--- config.mk ---
export PLATFORM = sky130hd
export DESIGN_NAME = age_lru_ctrl
export DESIGN_NICKNAME = d
export VERILOG_FILES = /design/src/rtl/age_lru_ctrl_pkg.sv /design/src/rtl/age_lru_ctrl_update.sv /design/src/rtl/age_lru_ctrl.sv
export SDC_FILE = /design/constraint.sdc
export NUM_CORES = 1
export LEC_CHECK = 0
export ABC_AREA = 0
export BUFFER_PORTS_ARGS = -buffer_cell sky130_fd_sc_hd__clkbuf_2
export CORE_AREA = 2 2 95 97
export CTS_CLUSTER_DIAMETER = 200
export DETAILED_ROUTE_END_ITERATION = 6
export DIE_AREA = 0 0 97 99
export HOLD_SLACK_MARGIN = 0.06
export PLACE_DENSITY = 0.76
export SLEW_MARGIN = 20
export SYNTH_ARGS = -nofsm -noshare
export SYNTH_HDL_FRONTEND = slang
export SYNTH_HIERARCHICAL = 1
export SYNTH_SLANG_ARGS = --single-unit
--- constraint.sdc ---
create_clock -name clk -period 11.5 [get_ports clk]
set_input_delay 1.15 -clock clk [delete_from_list [all_inputs] [get_ports clk]]
set_output_delay 1.15 -clock clk [all_outputs]
set_load 0.05 [all_outputs]
--- src/rtl/age_lru_ctrl_pkg.sv ---
// Shared cache LRU configuration: way/set widths, age-vector layout and
// controller state encodings.
package age_lru_ctrl_pkg;

  localparam int C_N_WAY       = 3;
  localparam int SET_ADDR_WDTH = 5;
  localparam int N_WAYS        = 1 << C_N_WAY;
  localparam int N_SETS        = 1 << SET_ADDR_WDTH;
  localparam int AGE_VEC_WDTH  = N_WAYS * C_N_WAY;

  typedef enum logic {
    ST_INIT = 1'b0,
    ST_RUN  = 1'b1
  } ctrl_state_t;

endpackage

--- src/rtl/age_lru_ctrl_update.sv ---
// lru_age_update: picks the target way (hit way or oldest way) and ages
// the set so the target becomes MRU.
module lru_age_update
  import age_lru_ctrl_pkg::*;
(
  input  logic [AGE_VEC_WDTH-1:0] ages,
  input  logic                    hit,
  input  logic [C_N_WAY-1:0]      way,
  output logic [C_N_WAY-1:0]      target,
  output logic [AGE_VEC_WDTH-1:0] new_ages
);

  logic [C_N_WAY-1:0] victim;
  logic [C_N_WAY-1:0] max_age;
  logic [C_N_WAY-1:0] tgt_age;

  // Strict '>' keeps the lowest index among equal maxima; an all-ones age is
  // the maximum, so this also yields the lowest-index LRU way.
  always_comb begin
    victim  = '0;
    max_age = ages[C_N_WAY-1:0];
    for (int i = 1; i < N_WAYS; i++) begin
      if (ages[i*C_N_WAY +: C_N_WAY] > max_age) begin
        max_age = ages[i*C_N_WAY +: C_N_WAY];
        victim  = C_N_WAY'(i);
      end
    end
  end

  assign target  = hit ? way : victim;
  assign tgt_age = ages[target*C_N_WAY +: C_N_WAY];

  always_comb begin
    new_ages = ages;
    for (int i = 0; i < N_WAYS; i++) begin
      if (C_N_WAY'(i) == target) begin
        new_ages[i*C_N_WAY +: C_N_WAY] = '0;
      end else if (ages[i*C_N_WAY +: C_N_WAY] < tgt_age) begin
        new_ages[i*C_N_WAY +: C_N_WAY] = ages[i*C_N_WAY +: C_N_WAY] + 1'b1;
      end
    end
  end

endmodule

--- src/rtl/age_lru_ctrl.sv ---
// LRU age-memory sequencer: waits out the memory clear, then reads, updates
// and writes back one set per cycle with single-level write forwarding.
//
// state   | meaning
// ST_INIT | age memory clearing, req_ready low
// ST_RUN  | accepting one lookup per cycle
module age_lru_ctrl
  import age_lru_ctrl_pkg::*;
(
  input  logic                     clk,
  input  logic                     reset,
  input  logic                     req_valid,
  output logic                     req_ready,
  input  logic [SET_ADDR_WDTH-1:0] req_set,
  input  logic                     req_hit,
  input  logic [C_N_WAY-1:0]       req_way,
  output logic                     resp_valid,
  output logic [C_N_WAY-1:0]       resp_way,
  output logic                     resp_miss,
  output logic [SET_ADDR_WDTH-1:0] mem_r_addr,
  input  logic [AGE_VEC_WDTH-1:0]  mem_r_data,
  output logic [SET_ADDR_WDTH-1:0] mem_w_addr,
  output logic [AGE_VEC_WDTH-1:0]  mem_w_data,
  output logic                     mem_w_en
);

  ctrl_state_t              state;
  logic [SET_ADDR_WDTH-1:0] init_cnt;

  logic                     s1_valid;
  logic [SET_ADDR_WDTH-1:0] s1_set;
  logic                     s1_hit;
  logic [C_N_WAY-1:0]       s1_way;

  logic                     fwd_valid;
  logic [SET_ADDR_WDTH-1:0] fwd_set;
  logic [AGE_VEC_WDTH-1:0]  fwd_data;

  logic [AGE_VEC_WDTH-1:0]  src_ages;
  logic [AGE_VEC_WDTH-1:0]  upd_ages;
  logic [C_N_WAY-1:0]       upd_target;
  logic                     accept;
  logic                     s1_live;

  assign accept     = req_valid & req_ready;
  assign mem_r_addr = req_set;

  always_ff @(posedge clk) begin
    if (reset) begin
      state     <= ST_INIT;
      init_cnt  <= '0;
      req_ready <= 1'b0;
    end else if (state == ST_INIT) begin
      if (init_cnt == '1) begin
        state     <= ST_RUN;
        req_ready <= 1'b1;
      end else begin
        init_cnt <= init_cnt + 1'b1;
      end
    end else begin
      req_ready <= 1'b1;
    end
  end

  always_ff @(posedge clk) begin
    if (reset) begin
      s1_valid  <= 1'b0;
      s1_set    <= '0;
      s1_hit    <= 1'b0;
      s1_way    <= '0;
      fwd_valid <= 1'b0;
      fwd_set   <= '0;
      fwd_data  <= '0;
    end else begin
      s1_valid <= accept;
      if (accept) begin
        s1_set <= req_set;
        s1_hit <= req_hit;
        s1_way <= req_way;
      end
      fwd_valid <= s1_valid;
      fwd_set   <= s1_set;
      fwd_data  <= upd_ages;
    end
  end

  // The memory returns stale data when last cycle's write hit this set.
  assign src_ages = (fwd_valid && (fwd_set == s1_set)) ? fwd_data : mem_r_data;

  lru_age_update u_update (
    .ages     (src_ages),
    .hit      (s1_hit),
    .way      (s1_way),
    .target   (upd_target),
    .new_ages (upd_ages)
  );

  // Reset in the response cycle drops the in-flight update outright.
  assign s1_live    = s1_valid & ~reset;
  assign resp_valid = s1_live;
  assign resp_way   = s1_live ? upd_target : '0;
  assign resp_miss  = s1_live & ~s1_hit;
  assign mem_w_en   = s1_live;
  assign mem_w_addr = s1_live ? s1_set : '0;
  assign mem_w_data = s1_live ? upd_ages : '0;

endmodule

# Yosys cells after proc, flatten, opt, wreduce, memory -nomap -nowiden
# Index checks and enable logic that the tools add are counted.
# W data, S select, Z words.
# classes
n_addsub	9
muxes	38
n_bitwise	7
multipliers	1
n_shift	1
n_reduce_logical	4
magnitude_cmp	15
n_eq_ne	9
# op_table
op	count
$mux W3	28
$mux W24	2
$add A3 B1 Y3 const B	8
$lt A3 B3 Y1	8
$shiftx A24 B6 Y3	1
$gt A3 B3 Y1	7
$eq A3 B3 Y1 const A	4
$eq A2 B3 Y1 const A	2
$add A5 B1 Y5 const B	1
$eq A5 B5 Y1	1
$eq A5 B5 Y1 const B	1
$mul A3 B2 Y5 const B	1
$mux W1	5
$mux W5	1
$mux W2	2
$not A1 Y1	4
$and A1 B1 Y1	3
$eq A1 B3 Y1 const A	1
$logic_not A3 Y1	1
$reduce_and A2 Y1	1
$reduce_bool A2 Y1	1
$logic_and A1 B1 Y1	1
# totals
inputBits	36
regBits	47
output_inout_bits	41
elab_cells	94

# Depth between registers and ports, before layout
# depth
depth_word	24
ltp_mapped	57
ltp_nobuf	55

# Cells and area by module
# The synthesis kept the hierarchy.
# by_module_without_submodules
mod	seq_area_each_um2	area_per_inst_um2	cells_each	instances
lru_age_update	0.0	2237.1	293	1
age_lru_ctrl	940.9	2094.5	198	1

# Worst setup path after synthesis
# Ideal clock, no wire load.
# synth_timing
path_type	input -> output
start	input port mem_r_data[1]
end	output port mem_w_data[14]
arrival_time_ns	11.027
cell_stages	41
slack_ns	-0.677
required_time_ns	10.350
cell_sequence	mux2_2 > inv_1 > ha_1 > and3_1 > a21oi_1 > nor2_1 > a21oi_1 > ha_1 > and3b_1 > o21ai_2 > mux2_2 > ha_1 > nand3b_1 > nand2_1 > mux2_2 > ha_1 > nand3b_1 > a32oi_2 > (+5 left out) > ha_1 > nand3b_1 > a32oi_2 > mux2_2 > ha_1 > a211o_2 > a211o_2 > o21ai_4 > inv_2 > nand2_1 > o211ai_1 > a31oi_1 > ha_1 > o311a_1 > or4_1 > a21oi_1 > nor2b_1 > and2_1
# synth_between
elab_chain_len	22
word_cells_on_any_way	29
cone_classes	mul: 1; order compare: 8; eq/ne: 1; shift: 1; mux: 18
# synth_lines
element	line_no	source
from (decl)	age_lru_ctrl.sv:21	input logic [AGE_VEC_WDTH-1:0] mem_r_data,
$mux W24 *	age_lru_ctrl.sv:88	assign src_ages = (fwd_valid && (fwd_set == s1_set)) ? fwd_data : mem_r_data;
$gt A3 B3 Y1	age_lru_ctrl_update.sv:23	if (ages[i*C_N_WAY +: C_N_WAY] > max_age) begin
$mux W3 *	age_lru_ctrl_update.sv:23	
$gt A3 B3 Y1	age_lru_ctrl_update.sv:23	
$mux W3	age_lru_ctrl_update.sv:23	
$gt A3 B3 Y1	age_lru_ctrl_update.sv:23	
$mux W3	age_lru_ctrl_update.sv:23	
$gt A3 B3 Y1	age_lru_ctrl_update.sv:23	
(+8 left out)	n/a	
net upd_target[1]	age_lru_ctrl.sv:41	logic [C_N_WAY-1:0] upd_target;
$mul A3 B2 Y5	age_lru_ctrl_update.sv:31	assign tgt_age = ages[target*C_N_WAY +: C_N_WAY];
$shiftx A24 B6 Y3	age_lru_ctrl_update.sv:31	
$lt A3 B3 Y1	age_lru_ctrl_update.sv:38	end else if (ages[i*C_N_WAY +: C_N_WAY] < tgt_age) begin
$mux W3	age_lru_ctrl_update.sv:38	
$mux W3 *	age_lru_ctrl_update.sv:36	if (C_N_WAY'(i) == target) begin
net upd_ages[14]	age_lru_ctrl.sv:40	logic [AGE_VEC_WDTH-1:0] upd_ages;
$mux W24 *	age_lru_ctrl.sv:105	assign mem_w_data = s1_live ? upd_ages : '0;
to (decl)	age_lru_ctrl.sv:23	output logic [AGE_VEC_WDTH-1:0] mem_w_data,
# Mark *: on every way through the listed nets, which the timed path passes. The rest lies on a longest branch.

# Worst setup path in the final report
# layout_timing
start	register s1_set[3]
end	output port mem_w_data[14]
# layout_between
elab_chain_len	24
word_cells_on_any_way	32
cone_classes	add/sub: 1; mul: 1; order compare: 8; eq/ne: 2; shift: 1; mux: 18; reduce/logical: 1
# layout_lines
element	line_no	source
from (decl)	age_lru_ctrl.sv:31	logic [SET_ADDR_WDTH-1:0] s1_set;
from (signal assigned)	age_lru_ctrl.sv:77	s1_set <= req_set;
$eq A5 B5 Y1 *	age_lru_ctrl.sv:88	
$logic_and A1 B1 Y1 *	age_lru_ctrl.sv:88	
$mux W24 *	age_lru_ctrl.sv:88	
net src_ages[5]	age_lru_ctrl.sv:39	logic [AGE_VEC_WDTH-1:0] src_ages;
$gt A3 B3 Y1	age_lru_ctrl_update.sv:23	
$mux W3 *	age_lru_ctrl_update.sv:23	
$gt A3 B3 Y1	age_lru_ctrl_update.sv:23	
$mux W3	age_lru_ctrl_update.sv:23	
(+11 left out)	n/a	
net upd_target[1]	age_lru_ctrl.sv:41	
$mul A3 B2 Y5	age_lru_ctrl_update.sv:31	
$shiftx A24 B6 Y3	age_lru_ctrl_update.sv:31	
$lt A3 B3 Y1	age_lru_ctrl_update.sv:38	
$mux W3	age_lru_ctrl_update.sv:38	
$mux W3 *	age_lru_ctrl_update.sv:36	
net upd_ages[14]	age_lru_ctrl.sv:40	
$mux W24 *	age_lru_ctrl.sv:105	
# Marks and branches as above.

==> results.ini <==
[outcome]
status=complete, but fails checks
violations=negative setup slack

[job]
maxCapViolations=0

[cells_and_area]
n_antenna_cell=0
fin_util_pct=77.5
final_nets=735
syn_to_final_growth_pct=53.0
final_layout_size_suffix_gt1_share_pct=50.1

[worst_setup_path]
critPathSlowestCell=or4_4
cp-end-kind=output pin
critPathMaxFanout=8
cp.arrival_ns=11.46
crit_family=compound AO/OA/AOI/OAI gates
critical_path_buf_inv_count=7
worstPathRequired_ns=10.35
slowest_delay_ns=0.52
critPathLaunchType=register
worst-setup-path-type=reg2out
crit_top_cell=ha_4
startpoint=s1_set[3]
rr_startpoint=s1_set[3]

[floorplan]
initial_core_util_pct=50.7
ios=77
die_width_um=97
dieHeight_um=99
core_um2=8550
rows=34
die-area_um2=9600

[cts]
hold_buffers=0
cts_htree_levels=2
cts_root_buf=clkbuf_8
clk_path_buf_depth=2
cts-buffers-inserted=5
cts.sinks=47
clock_latency_ns=0.33
cts.clk_slew.worst_paths_ns=0.10
cts_tree=done

[logic_synthesis]
ys_ff_latch=47
avgSynthCellArea_um2=8.82
synth_cell_types=67
synth_edf_count=0
synthesis.nets=566
yosysMostFrequentCell=dfxtp_1
ys_warn_count=6
yosysSeqAreaShare_pct=21.7
netlist_area_um2=4330
synth_ff_type=dfxtp_1
synthCells=491
netlist.area_leader.share_pct=21.7
synth_top_cell_by_area=dfxtp_1
synth_area_leaders=dfxtp_1 (22%), ha_1 (11%), mux2_4 (6.9%)
synth_common_cells=dfxtp_1 (47), ha_1 (39), nor2b_1 (37), a21oi_1 (35), and2_1 (32)
synthArstFlopShare_pct=0

[sta]
period_share_pct=110
slew_headroom_pct=29.3
finalHoldViolations=0
worst_pin_slew_ns=1.06
drv_slew=0
skew_ns=0.0186
setup_viol=24
min_period_ns=12.61
final.setup.tns_ns=-23.69
setup_ws_ns=-1.11
rsz0062_at_grt=true
max_freq_mhz=79.3

[place]
dp_slack_ns=-0.553
io_buffers=76
hpwlAfterDp_mm=8.63
place.gp.congestion=0.938

[drt]
drt_iter0_markers=333
totalWireLength_mm=15.5
dr_total_vias=4735
drt-pass1-iter-count=7
vias_per_cell=6.16
drc=0
ant_nets=0
wl_per_cell_um=20.1

[global_route]
grt_antenna_before_repair=0
grtUsageTotal_pct=26.8
grt_pass1_wl_mm=21.3
grt_max_degree=44
grt-ovfl-total=0
grt_pass1_vias=4567

[min_path]
hp-class=reg2reg
hp-start=s1_way[1]

[through the flow]
| stage | hold slack [ns] | cells | instance area (um^2) |
|---|---|---|---|
| final | 0.485 | 769 | 6630 |
| after global routing | 0.498 | 769 | 6630 |
| after detailed placement | 0.472 | 717 | 5650 |
| after CTS | 0.487 | 751 | 6280 |
| after global placement | 0.444 | 717 | 5650 |
| after floorplan | 0.433 | 491 | 4580 |
[what timing repair did]
action,CTS,global route
cloned,0,1
pin swaps,45,31
setup buffers,27,17
resized for setup,74,44
endpoints found under the setup margin,24,24
[layout by cell type (no fill, tap or decap), types with 4 or more instances in the layout]
| cell | Yosys | layout |
|---|---|---|
| nand3_1 | 10 | 9 |
| o22a_1 | 5 | 5 |
| o21ai_1 | 0 | 6 |
| and2_1 | 32 | 24 |
| nand3b_1 | 8 | 8 |
| ha_1 | 39 | 20 |
| buf_6 | 5 | 7 |
| maj3_1 | 6 | 6 |
| nand2_1 | 28 | 26 |
| nor2b_2 | 0 | 10 |
| clkbuf_2 | 0 | 52 |
| mux2i_2 | 0 | 5 |
| ha_4 | 0 | 18 |
| buf_12 | 2 | 18 |
| nor3_1 | 7 | 7 |
| clkbuf_8 | 0 | 11 |
| a21oi_1 | 35 | 26 |
| nand4_1 | 5 | 5 |
| buf_8 | 0 | 5 |
| dfxtp_1 | 47 | 45 |
| and2_4 | 0 | 8 |
| mux2i_1 | 11 | 5 |
| buf_4 | 6 | 95 |
| o211ai_1 | 5 | 5 |
| nor2b_1 | 37 | 27 |
| mux2_4 | 20 | 31 |
| a21oi_2 | 1 | 7 |
| a31oi_1 | 8 | 6 |
| o211a_1 | 4 | 4 |
| o21ai_0 | 18 | 11 |
| xor2_1 | 6 | 6 |
| o21a_1 | 8 | 8 |
| nor2_1 | 24 | 21 |
| inv_2 | 2 | 5 |
| inv_1 | 22 | 18 |
[area by class of cell]
type | count | area [um^2]
Multi-Input combinational cell | 397 | 3760
Fill cell | 522 | 1920
Timing Repair Buffer | 184 | 1600
Sequential cell | 47 | 943
Tap cell | 108 | 135
Inverter | 25 | 104
Clock buffer | 5 | 68.8
Clock inverter | 3 | 22.5
[state kept, by name, indices dropped and copies added, names as in the netlist]
name / count
fwd_data: 24
fwd_set: 5
s1_way: 3
s1_valid: 1
s1_hit: 1
fwd_valid: 1
state: 1
req_ready: 1
s1_set: 5
init_cnt: 5
[logic make-up (layout without fill, tap and decap cells)]
family / Yosys count / count (layout) / share of synthesized area, %
fa+ha+maj: 45 / 45 / 12.7
compound gates: 124 / 124 / 20.9
xor+xnor: 8 / 8 / 1.62
buf+inv: 47 / 217 / 6.44
simple gates: 174 / 174 / 22.5
mux: 46 / 46 / 14.2
flops: 47 / 47 / 21.7
[final timing paths]
check / to / slack [ns] / cells past startpoint
worst max-delay path: mem_w_data[14] / -1.11 / 50
worst min-delay path: s1_way[1] / 0.48 / 2
worst max register to register: fwd_data[4] / 0.55 / 51
worst min register to register: s1_way[1] / 0.48 / 2
[worst min-delay path, delay by kind of cell, from the launching register on]
| kind | cells | cell delay (ns) |
|---|---|---|
| and+or+nand+nor | 1 | 0.05 |
| AOI/OAI and AO/OA | 1 | 0.06 |
| DFF | 1 | 0.33 |
[layer usage]
layer	wire length, um	up-vias	global-route usage (%)
li1	-	2137	-
met1	5960	2207	31.4
met2	7450	292	47.6
met3	1190	99	5.11
met4	854	0	11.7
met5	0	-	0
Power is not shown: default switching activity piles up to over one toggle a cycle in this logic, so the estimate is an artifact.
